$ cat src/rtl/text_buf_ctrl_if.sv
// Command handshake and character-buffer write port of text_buf_ctrl.
interface text_buf_ctrl_if;
    logic        cmd_valid;
    logic        cmd_ready;
    logic [1:0]  cmd_type;
    logic [7:0]  cmd_char;
    logic        wr_en;
    logic [10:0] wr_addr;
    logic [7:0]  wr_data;

    // master: keyboard/command side; slave: the buffer controller
    modport master (output cmd_valid, cmd_type, cmd_char,
                    input  cmd_ready, wr_en, wr_addr, wr_data);
    modport slave  (input  cmd_valid, cmd_type, cmd_char,
                    output cmd_ready, wr_en, wr_addr, wr_data);
endinterface

$ cat src/rtl/text_buf_ctrl.sv
// Write-side controller of the 64x30 text buffer: commands -> buffer writes, cursor and
// line tracking, scrolling via a circular top-row pointer. Prompt feature: TBC_PROMPT_EN.
module text_buf_ctrl #(
    parameter int         COLS  = 64,
    parameter int         ROWS  = 30,
    parameter logic [7:0] BLANK = 8'h00
`ifdef TBC_PROMPT_EN
    , parameter logic [7:0] PROMPT = 8'h24
`endif
) (
    input  logic           clk,
    input  logic           rst,
    text_buf_ctrl_if.slave bus,
    output logic [5:0]     cur_x,
    output logic [4:0]     cur_y,
    output logic [4:0]     top_row,
    output logic           busy
);
    localparam logic [5:0]  LAST_COL  = 6'(COLS - 1);
    localparam logic [4:0]  LAST_ROW  = 5'(ROWS - 1);
    localparam logic [10:0] LAST_ADDR = {LAST_ROW, LAST_COL};

    typedef enum logic [2:0] {
        INIT_CLR, IDLE, HOLD, NEWLINE, CLR_ROW
`ifdef TBC_PROMPT_EN
        , PROMPT_WR
`endif
    } state_t;

    state_t      state_reg, state_next, after_nl;
    logic [10:0] cnt_reg, cnt_next;
    logic [4:0]  lrow_reg, lrow_next;
    logic [5:0]  cur_x_reg, cur_x_next;
    logic [4:0]  top_row_reg, top_row_next;
    logic        wr_en_reg, wr_en_next;
    logic [10:0] wr_addr_reg, wr_addr_next;
    logic [7:0]  wr_data_reg, wr_data_next;

    logic [5:0]  line_len_reg [ROWS];
    logic        ll_we, ll_clr;
    logic [4:0]  ll_idx;
    logic [5:0]  ll_val;

    logic [5:0]  row_sum;
    logic [4:0]  phys, prev_phys;
    logic [5:0]  min_x;
    logic        ready;

`ifdef TBC_PROMPT_EN
    logic        pflag_reg [ROWS];
    logic        pf_we;
    logic [4:0]  pf_idx;
    logic        pf_val;
    logic        need_prompt_reg, need_prompt_next;
    logic [4:0]  next_phys;

    assign next_phys = (phys == LAST_ROW) ? 5'd0 : phys + 5'd1;
    assign min_x     = {5'd0, pflag_reg[phys]};
    assign after_nl  = need_prompt_reg ? PROMPT_WR : IDLE;
`else
    assign min_x     = 6'd0;
    assign after_nl  = IDLE;
`endif

    // Logical row -> physical row, wrapping modulo ROWS without a divider
    assign row_sum   = {1'b0, top_row_reg} + {1'b0, lrow_reg};
    assign phys      = (row_sum >= 6'(ROWS)) ? 5'(row_sum - 6'(ROWS)) : row_sum[4:0];
    assign prev_phys = (phys == 5'd0) ? LAST_ROW : phys - 5'd1;

    assign ready         = (state_reg == IDLE);
    assign bus.cmd_ready = ready;
    assign busy          = ~ready;
    assign bus.wr_en     = wr_en_reg;
    assign bus.wr_addr   = wr_addr_reg;
    assign bus.wr_data   = wr_data_reg;
    assign cur_x         = cur_x_reg;
    assign cur_y         = phys;
    assign top_row       = top_row_reg;

    always_comb begin
        state_next   = state_reg;
        cnt_next     = cnt_reg;
        lrow_next    = lrow_reg;
        cur_x_next   = cur_x_reg;
        top_row_next = top_row_reg;
        wr_en_next   = 1'b0;
        wr_addr_next = wr_addr_reg;
        wr_data_next = wr_data_reg;
        ll_we        = 1'b0;
        ll_clr       = 1'b0;
        ll_idx       = phys;
        ll_val       = cur_x_reg;
`ifdef TBC_PROMPT_EN
        pf_we            = 1'b0;
        pf_idx           = phys;
        pf_val           = 1'b0;
        need_prompt_next = need_prompt_reg;
`endif
        case (state_reg)
            INIT_CLR: begin
                // COLS is a power of two, so the linear count is already {row, col}
                wr_en_next   = 1'b1;
                wr_addr_next = cnt_reg;
                wr_data_next = BLANK;
                if (cnt_reg == LAST_ADDR) begin
                    cnt_next     = '0;
                    top_row_next = '0;
                    lrow_next    = '0;
                    cur_x_next   = '0;
                    ll_clr       = 1'b1;
`ifdef TBC_PROMPT_EN
                    state_next   = PROMPT_WR;
`else
                    state_next   = IDLE;
`endif
                end else begin
                    cnt_next = cnt_reg + 11'd1;
                end
            end
            IDLE: begin
                if (bus.cmd_valid) begin
                    case (bus.cmd_type)
                        2'd0: begin
                            wr_en_next   = 1'b1;
                            wr_addr_next = {phys, cur_x_reg};
                            wr_data_next = bus.cmd_char;
                            cur_x_next   = cur_x_reg + 6'd1;
                            state_next   = HOLD;
                            if (cur_x_reg == LAST_COL) begin
                                ll_we      = 1'b1;
                                ll_val     = LAST_COL;
                                state_next = NEWLINE;
`ifdef TBC_PROMPT_EN
                                need_prompt_next = 1'b0;
`endif
                            end
                        end
                        2'd1: begin
                            state_next = IDLE;
                            if (cur_x_reg > min_x) begin
                                cur_x_next   = cur_x_reg - 6'd1;
                                wr_en_next   = 1'b1;
                                wr_addr_next = {phys, cur_x_reg - 6'd1};
                                wr_data_next = BLANK;
                                state_next   = HOLD;
                            end else if (lrow_reg != 5'd0) begin
                                lrow_next  = lrow_reg - 5'd1;
                                cur_x_next = line_len_reg[prev_phys];
                            end
                        end
                        2'd2: begin
                            ll_we      = 1'b1;
                            state_next = NEWLINE;
`ifdef TBC_PROMPT_EN
                            need_prompt_next = 1'b1;
`endif
                        end
                        default: begin
                            cnt_next   = '0;
                            state_next = INIT_CLR;
                        end
                    endcase
                end
            end
            HOLD: state_next = IDLE;
            NEWLINE: begin
                cur_x_next = '0;
                if (lrow_reg != LAST_ROW) begin
                    lrow_next  = lrow_reg + 5'd1;
                    state_next = after_nl;
`ifdef TBC_PROMPT_EN
                    pf_we  = 1'b1;
                    pf_idx = next_phys;
`endif
                end else begin
                    // Advancing top_row makes the oldest row the new bottom row
                    top_row_next = (top_row_reg == LAST_ROW) ? 5'd0 : top_row_reg + 5'd1;
                    cnt_next     = '0;
                    state_next   = CLR_ROW;
                end
            end
            CLR_ROW: begin
                wr_en_next   = 1'b1;
                wr_addr_next = {phys, cnt_reg[5:0]};
                wr_data_next = BLANK;
                if (cnt_reg[5:0] == LAST_COL) begin
                    cnt_next   = '0;
                    ll_we      = 1'b1;
                    ll_val     = 6'd0;
                    state_next = after_nl;
`ifdef TBC_PROMPT_EN
                    pf_we = 1'b1;
`endif
                end else begin
                    cnt_next = cnt_reg + 11'd1;
                end
            end
`ifdef TBC_PROMPT_EN
            PROMPT_WR: begin
                wr_en_next   = 1'b1;
                wr_addr_next = {phys, 6'd0};
                wr_data_next = PROMPT;
                pf_we        = 1'b1;
                pf_val       = 1'b1;
                cur_x_next   = 6'd1;
                state_next   = IDLE;
            end
`endif
            default: begin
                cnt_next   = '0;
                state_next = INIT_CLR;
            end
        endcase
    end

    always_ff @(posedge clk or posedge rst) begin
        if (rst) begin
            state_reg   <= INIT_CLR;
            cnt_reg     <= '0;
            lrow_reg    <= '0;
            cur_x_reg   <= '0;
            top_row_reg <= '0;
            wr_en_reg   <= 1'b0;
            wr_addr_reg <= '0;
            wr_data_reg <= '0;
        end else begin
            state_reg   <= state_next;
            cnt_reg     <= cnt_next;
            lrow_reg    <= lrow_next;
            cur_x_reg   <= cur_x_next;
            top_row_reg <= top_row_next;
            wr_en_reg   <= wr_en_next;
            wr_addr_reg <= wr_addr_next;
            wr_data_reg <= wr_data_next;
        end
    end

    always_ff @(posedge clk or posedge rst) begin
        if (rst) begin
            for (int i = 0; i < ROWS; i++) line_len_reg[i] <= '0;
        end else if (ll_clr) begin
            for (int i = 0; i < ROWS; i++) line_len_reg[i] <= '0;
        end else if (ll_we) begin
            line_len_reg[ll_idx] <= ll_val;
        end
    end

`ifdef TBC_PROMPT_EN
    always_ff @(posedge clk or posedge rst) begin
        if (rst) begin
            need_prompt_reg <= 1'b0;
            for (int i = 0; i < ROWS; i++) pflag_reg[i] <= 1'b0;
        end else begin
            need_prompt_reg <= need_prompt_next;
            if (ll_clr) begin
                for (int i = 0; i < ROWS; i++) pflag_reg[i] <= 1'b0;
            end else if (pf_we) begin
                pflag_reg[pf_idx] <= pf_val;
            end
        end
    end
`endif
endmodule

$ cat src/flat_wrapper.sv
// flat-port wrapper written by rule: the top's interface ports become plain ports
module text_buf_ctrl_flat 
#(
    parameter int         COLS  = 64,
    parameter int         ROWS  = 30,
    parameter logic [7:0] BLANK = 8'h00

)
  (clk, rst, cur_x, cur_y, top_row, busy, bus_cmd_valid, bus_cmd_type, bus_cmd_char, bus_cmd_ready, bus_wr_en, bus_wr_addr, bus_wr_data);
  text_buf_ctrl_if bus_i ();
  input  logic clk;
  input  logic rst;
  output logic [5:0] cur_x;
  output logic [4:0] cur_y;
  output logic [4:0] top_row;
  output logic busy;
  input wire logic [$bits(bus_i.cmd_valid)-1:0] bus_cmd_valid;
  input wire logic [$bits(bus_i.cmd_type)-1:0] bus_cmd_type;
  input wire logic [$bits(bus_i.cmd_char)-1:0] bus_cmd_char;
  output wire logic [$bits(bus_i.cmd_ready)-1:0] bus_cmd_ready;
  output wire logic [$bits(bus_i.wr_en)-1:0] bus_wr_en;
  output wire logic [$bits(bus_i.wr_addr)-1:0] bus_wr_addr;
  output wire logic [$bits(bus_i.wr_data)-1:0] bus_wr_data;
  assign bus_i.cmd_valid = bus_cmd_valid;
  assign bus_i.cmd_type = bus_cmd_type;
  assign bus_i.cmd_char = bus_cmd_char;
  assign bus_cmd_ready = bus_i.cmd_ready;
  assign bus_wr_en = bus_i.wr_en;
  assign bus_wr_addr = bus_i.wr_addr;
  assign bus_wr_data = bus_i.wr_data;
  text_buf_ctrl #(.COLS(COLS), .ROWS(ROWS), .BLANK(BLANK)) u_core (.clk(clk), .rst(rst), .bus(bus_i), .cur_x(cur_x), .cur_y(cur_y), .top_row(top_row), .busy(busy));
endmodule
$ cat config.mk
export PLATFORM = sky130hd
export DESIGN_NAME = text_buf_ctrl_flat
export DESIGN_NICKNAME = d
export VERILOG_FILES = /design/src/rtl/text_buf_ctrl_if.sv /design/src/rtl/text_buf_ctrl.sv /design/src/flat_wrapper.sv
export SDC_FILE = /design/constraint.sdc
export NUM_CORES = 1
export LEC_CHECK = 0
export ABC_AREA = 1
export BUFFER_PORTS_ARGS = -buffer_cell sky130_fd_sc_hd__buf_2
export CAP_MARGIN = 25
export CORE_MARGIN = 3
export CORE_UTILIZATION = 47
export CTS_CLUSTER_SIZE = 30
export DETAILED_ROUTE_END_ITERATION = 12
export SYNTH_ARGS = -nofsm -noshare
export SYNTH_HDL_FRONTEND = slang
export SYNTH_SLANG_ARGS = --single-unit
$ cat constraint.sdc
create_clock -name clk -period 16.4 [get_ports clk]
set_clock_uncertainty 0.1 [all_clocks]
set_input_delay 3.28 -clock clk [delete_from_list [all_inputs] [get_ports clk]]
set_output_delay 3.28 -clock clk [all_outputs]
set_load 0.005 [all_outputs]
==> impl_metrics.toml <==
[outcome]
status = "complete, no violations"

[layout]
largest_reg_flops = 180
final_cells = 2025
mostFrequentLayoutCells = "nand2_1 (601), dfrtp_1 (230), nand3_1 (147), o21ai_0 (146), inv_1 (126)"
finalNetCount = 1705
area_delta_synth_final_pct = 11.9
fill_cells = 2436
final_common_cell = "nand2_1"
final_util = 0.537
drive_above_1_share = 0.0861
diodes = 0
design_area_sq_um = 13600

[cts]
cts_resized = 0
htree_levels = 1
cts_buffers = 26
post_cts_buffers = 0
clk_pin_slew_ns = 0.06
tritoncts = "built"
clk_path_buf_depth = 3
holdBufCountCts = 0
cts.sinks = 230
clk_latency_ns = 0.53
cts_root_buffer = "clkbuf_16"

[routing]
drt_iter0_drc = 997
vias = 11000
drt-pass1-iter-count = 5
wire_per_inst_um = 17.5
drc = 0
ant_nets = 0
drt_wl_total_um = 35500
routed_via_density = 5.44

[floorplan]
ioPinCount = 51
die_w_um = 167
dieArea_sq_um = 27700
start_util = 0.480
die_h_um = 167
core_sq_um = 25300
num_rows = 58

[timing]
min_period_ns = 6.26
max_slew_margin = 0.259
setup_tns_ns = 0
fin_crit_sh = 0.381
worst-slew-pin-transition_ns = 1.11
hold_viol = 0
fmax_mhz = 160
finalWorstSetupSlack_ns = 10.14
drv_slew = 0
setup_viol_count_final = 0
rsz0062_at_grt = "false"
hold_slack_ns = 0.371

[synthesis]
ys_types = 41
synth_mux_area_frac = 0
synth_area_sq_um = 12100
synth_edf_count = 0
synth-seq-area-share = 0.475
synth_flop_cell = "dfrtp_1"
ys_ff_latch = 230
post_synth_xor_area_fraction = 0.00434
synth_top_family_by_area = "simple AND/OR/NAND/NOR gates"
synth_compound_area_frac = 0.128
async_flop_share = 1.00
yosysWarnings = 0
yosys.area_share.simple = 0.306
syn_nets = 1685
synthCells = 1655
synth_adder_area_share = 0.0188
avgSynthCellArea_sq_um = 7.32

[global_routing]
grt_pass1_vias = 10700
grt_util_all_layers = 0.256
grt-ovfl-total = 0
antenna_found_initial = 0
grt_pass1_wl_um = 58500
met2_usage = 0.416
grt_max_degree = 101
grt.busiest_layer = "met2"
use_met1 = 0.370
grt_use_met3 = 0.0294

[power_and_ir_drop]
max-vdd-ir-drop_mv = 0.0907
leakagePower_nw = 6.46
finalPower_mw = 2.37
powerDensity_nw_per_um2 = 175

[placed_design]
placed_cells = 1974
dp_worst_setup_slack_ns = 10.41
portBuffers = 50
routabilityCongestion = 0.861
dp_hpwl_um = 22700
placed_area_sq_um = 12600

[worst_hold_path]
hold_depth = 2
worstHoldPathType = "register to register"

[critical_path]
crit_arrival_ns = 2.88
path_class = "register to output port"
start_kind = "register"
cp.required_ns = 13.02
r2r_cells = 18
end_kind = "output port"
crit_fanout = 6

[job]
maxCapViolCount = 0
-- path summary, 6_finish.rpt --
path	from	end	slack, ns
min in group asynchronous	rst	u_core.top_row[3]$_DFFE_PP0P_	2.75
max	u_core.top_row[0]$_DFFE_PP0P_	cur_y[4]	10.14
max reg2reg	u_core.top_row[0]$_DFFE_PP0P_	u_core.cur_x[4]$_DFFE_PP0P_	11.73
max in group asynchronous	rst	u_core.line_len_reg[153]$_DFFE_PP0P_	12.25
min reg2reg	u_core.bus.wr_data[3]$_DFFE_PP0P_	u_core.bus.wr_data[3]$_DFFE_PP0P_	0.37
min	u_core.bus.wr_data[3]$_DFFE_PP0P_	u_core.bus.wr_data[3]$_DFFE_PP0P_	0.37
-- synth_stat cells, types with 2 or more instances --
library cell	count	area, sq um
o211ai_1	5	37.5
o31ai_1	4	30.0
ha_1	15	188
inv_1	127	477
buf_1	2	7.51
nand4_1	8	50.1
xnor2_1	2	17.5
fa_1	2	40.0
a31oi_1	9	56.3
buf_6	3	33.8
nand2_4	2	22.5
a21oi_1	38	190
buf_2	14	70.1
clkbuf_1	49	184
dfrtp_1	230	5760
nand2_2	6	37.5
nor2_1	102	383
nor2_2	3	18.8
inv_2	11	41.3
nand3_1	147	736
o21ai_1	78	390
o22ai_1	11	68.8
o21ai_0	146	731
buf_4	2	15.0
nor3_1	10	50.1
nor4_1	5	31.3
o221ai_1	2	17.5
or2_2	2	12.5
nand2_1	605	2270
xor2_1	4	35.0
-- worst max-delay path, cell delays in order (launching register included) --
cell	delay (ns)
dfrtp_1	0.46
ha_4	0.21
fa_1	0.57
inv_1	0.08
nor2_2	0.14
nand3_1	0.10
o21ai_0	0.15
and2_1	0.42
buf_2	0.20
-- where the power goes --
group	switching, mW	internal, mW	leakage, nW	total [mW]
combinational	0.714	0.283	2.92	0.997
sequential	0.0746	0.675	3.09	0.749
clock	0.244	0.382	0.446	0.626
-- layout make-up --
class,instances,area (sq um),share of cell area
multi-input cells,1217,5560,0.410
well taps,330,413,0.0304
clock inverters,14,184,0.0136
inverters,138,526,0.0387
flip-flops and latches,230,5760,0.424
repair buffers,62,380,0.0280
clock buffers,34,742,0.0547
-- per-layer routing --
metal	part of all wire	routed length, um
met5	0	0
met4	0.021	735
met3	0.056	1970
met2	0.46	16300
met1	0.46	16500
-- cell families after synthesis --
logic type / count (synthesis)
flip-flops: 230
AND/OR/NAND/NOR: 898
buffers and inverters: 208
AO/OA/AOI/OAI: 296
XOR/XNOR: 6
adder cells (fa/ha/maj): 17
(Power assumes the default switching activity.)
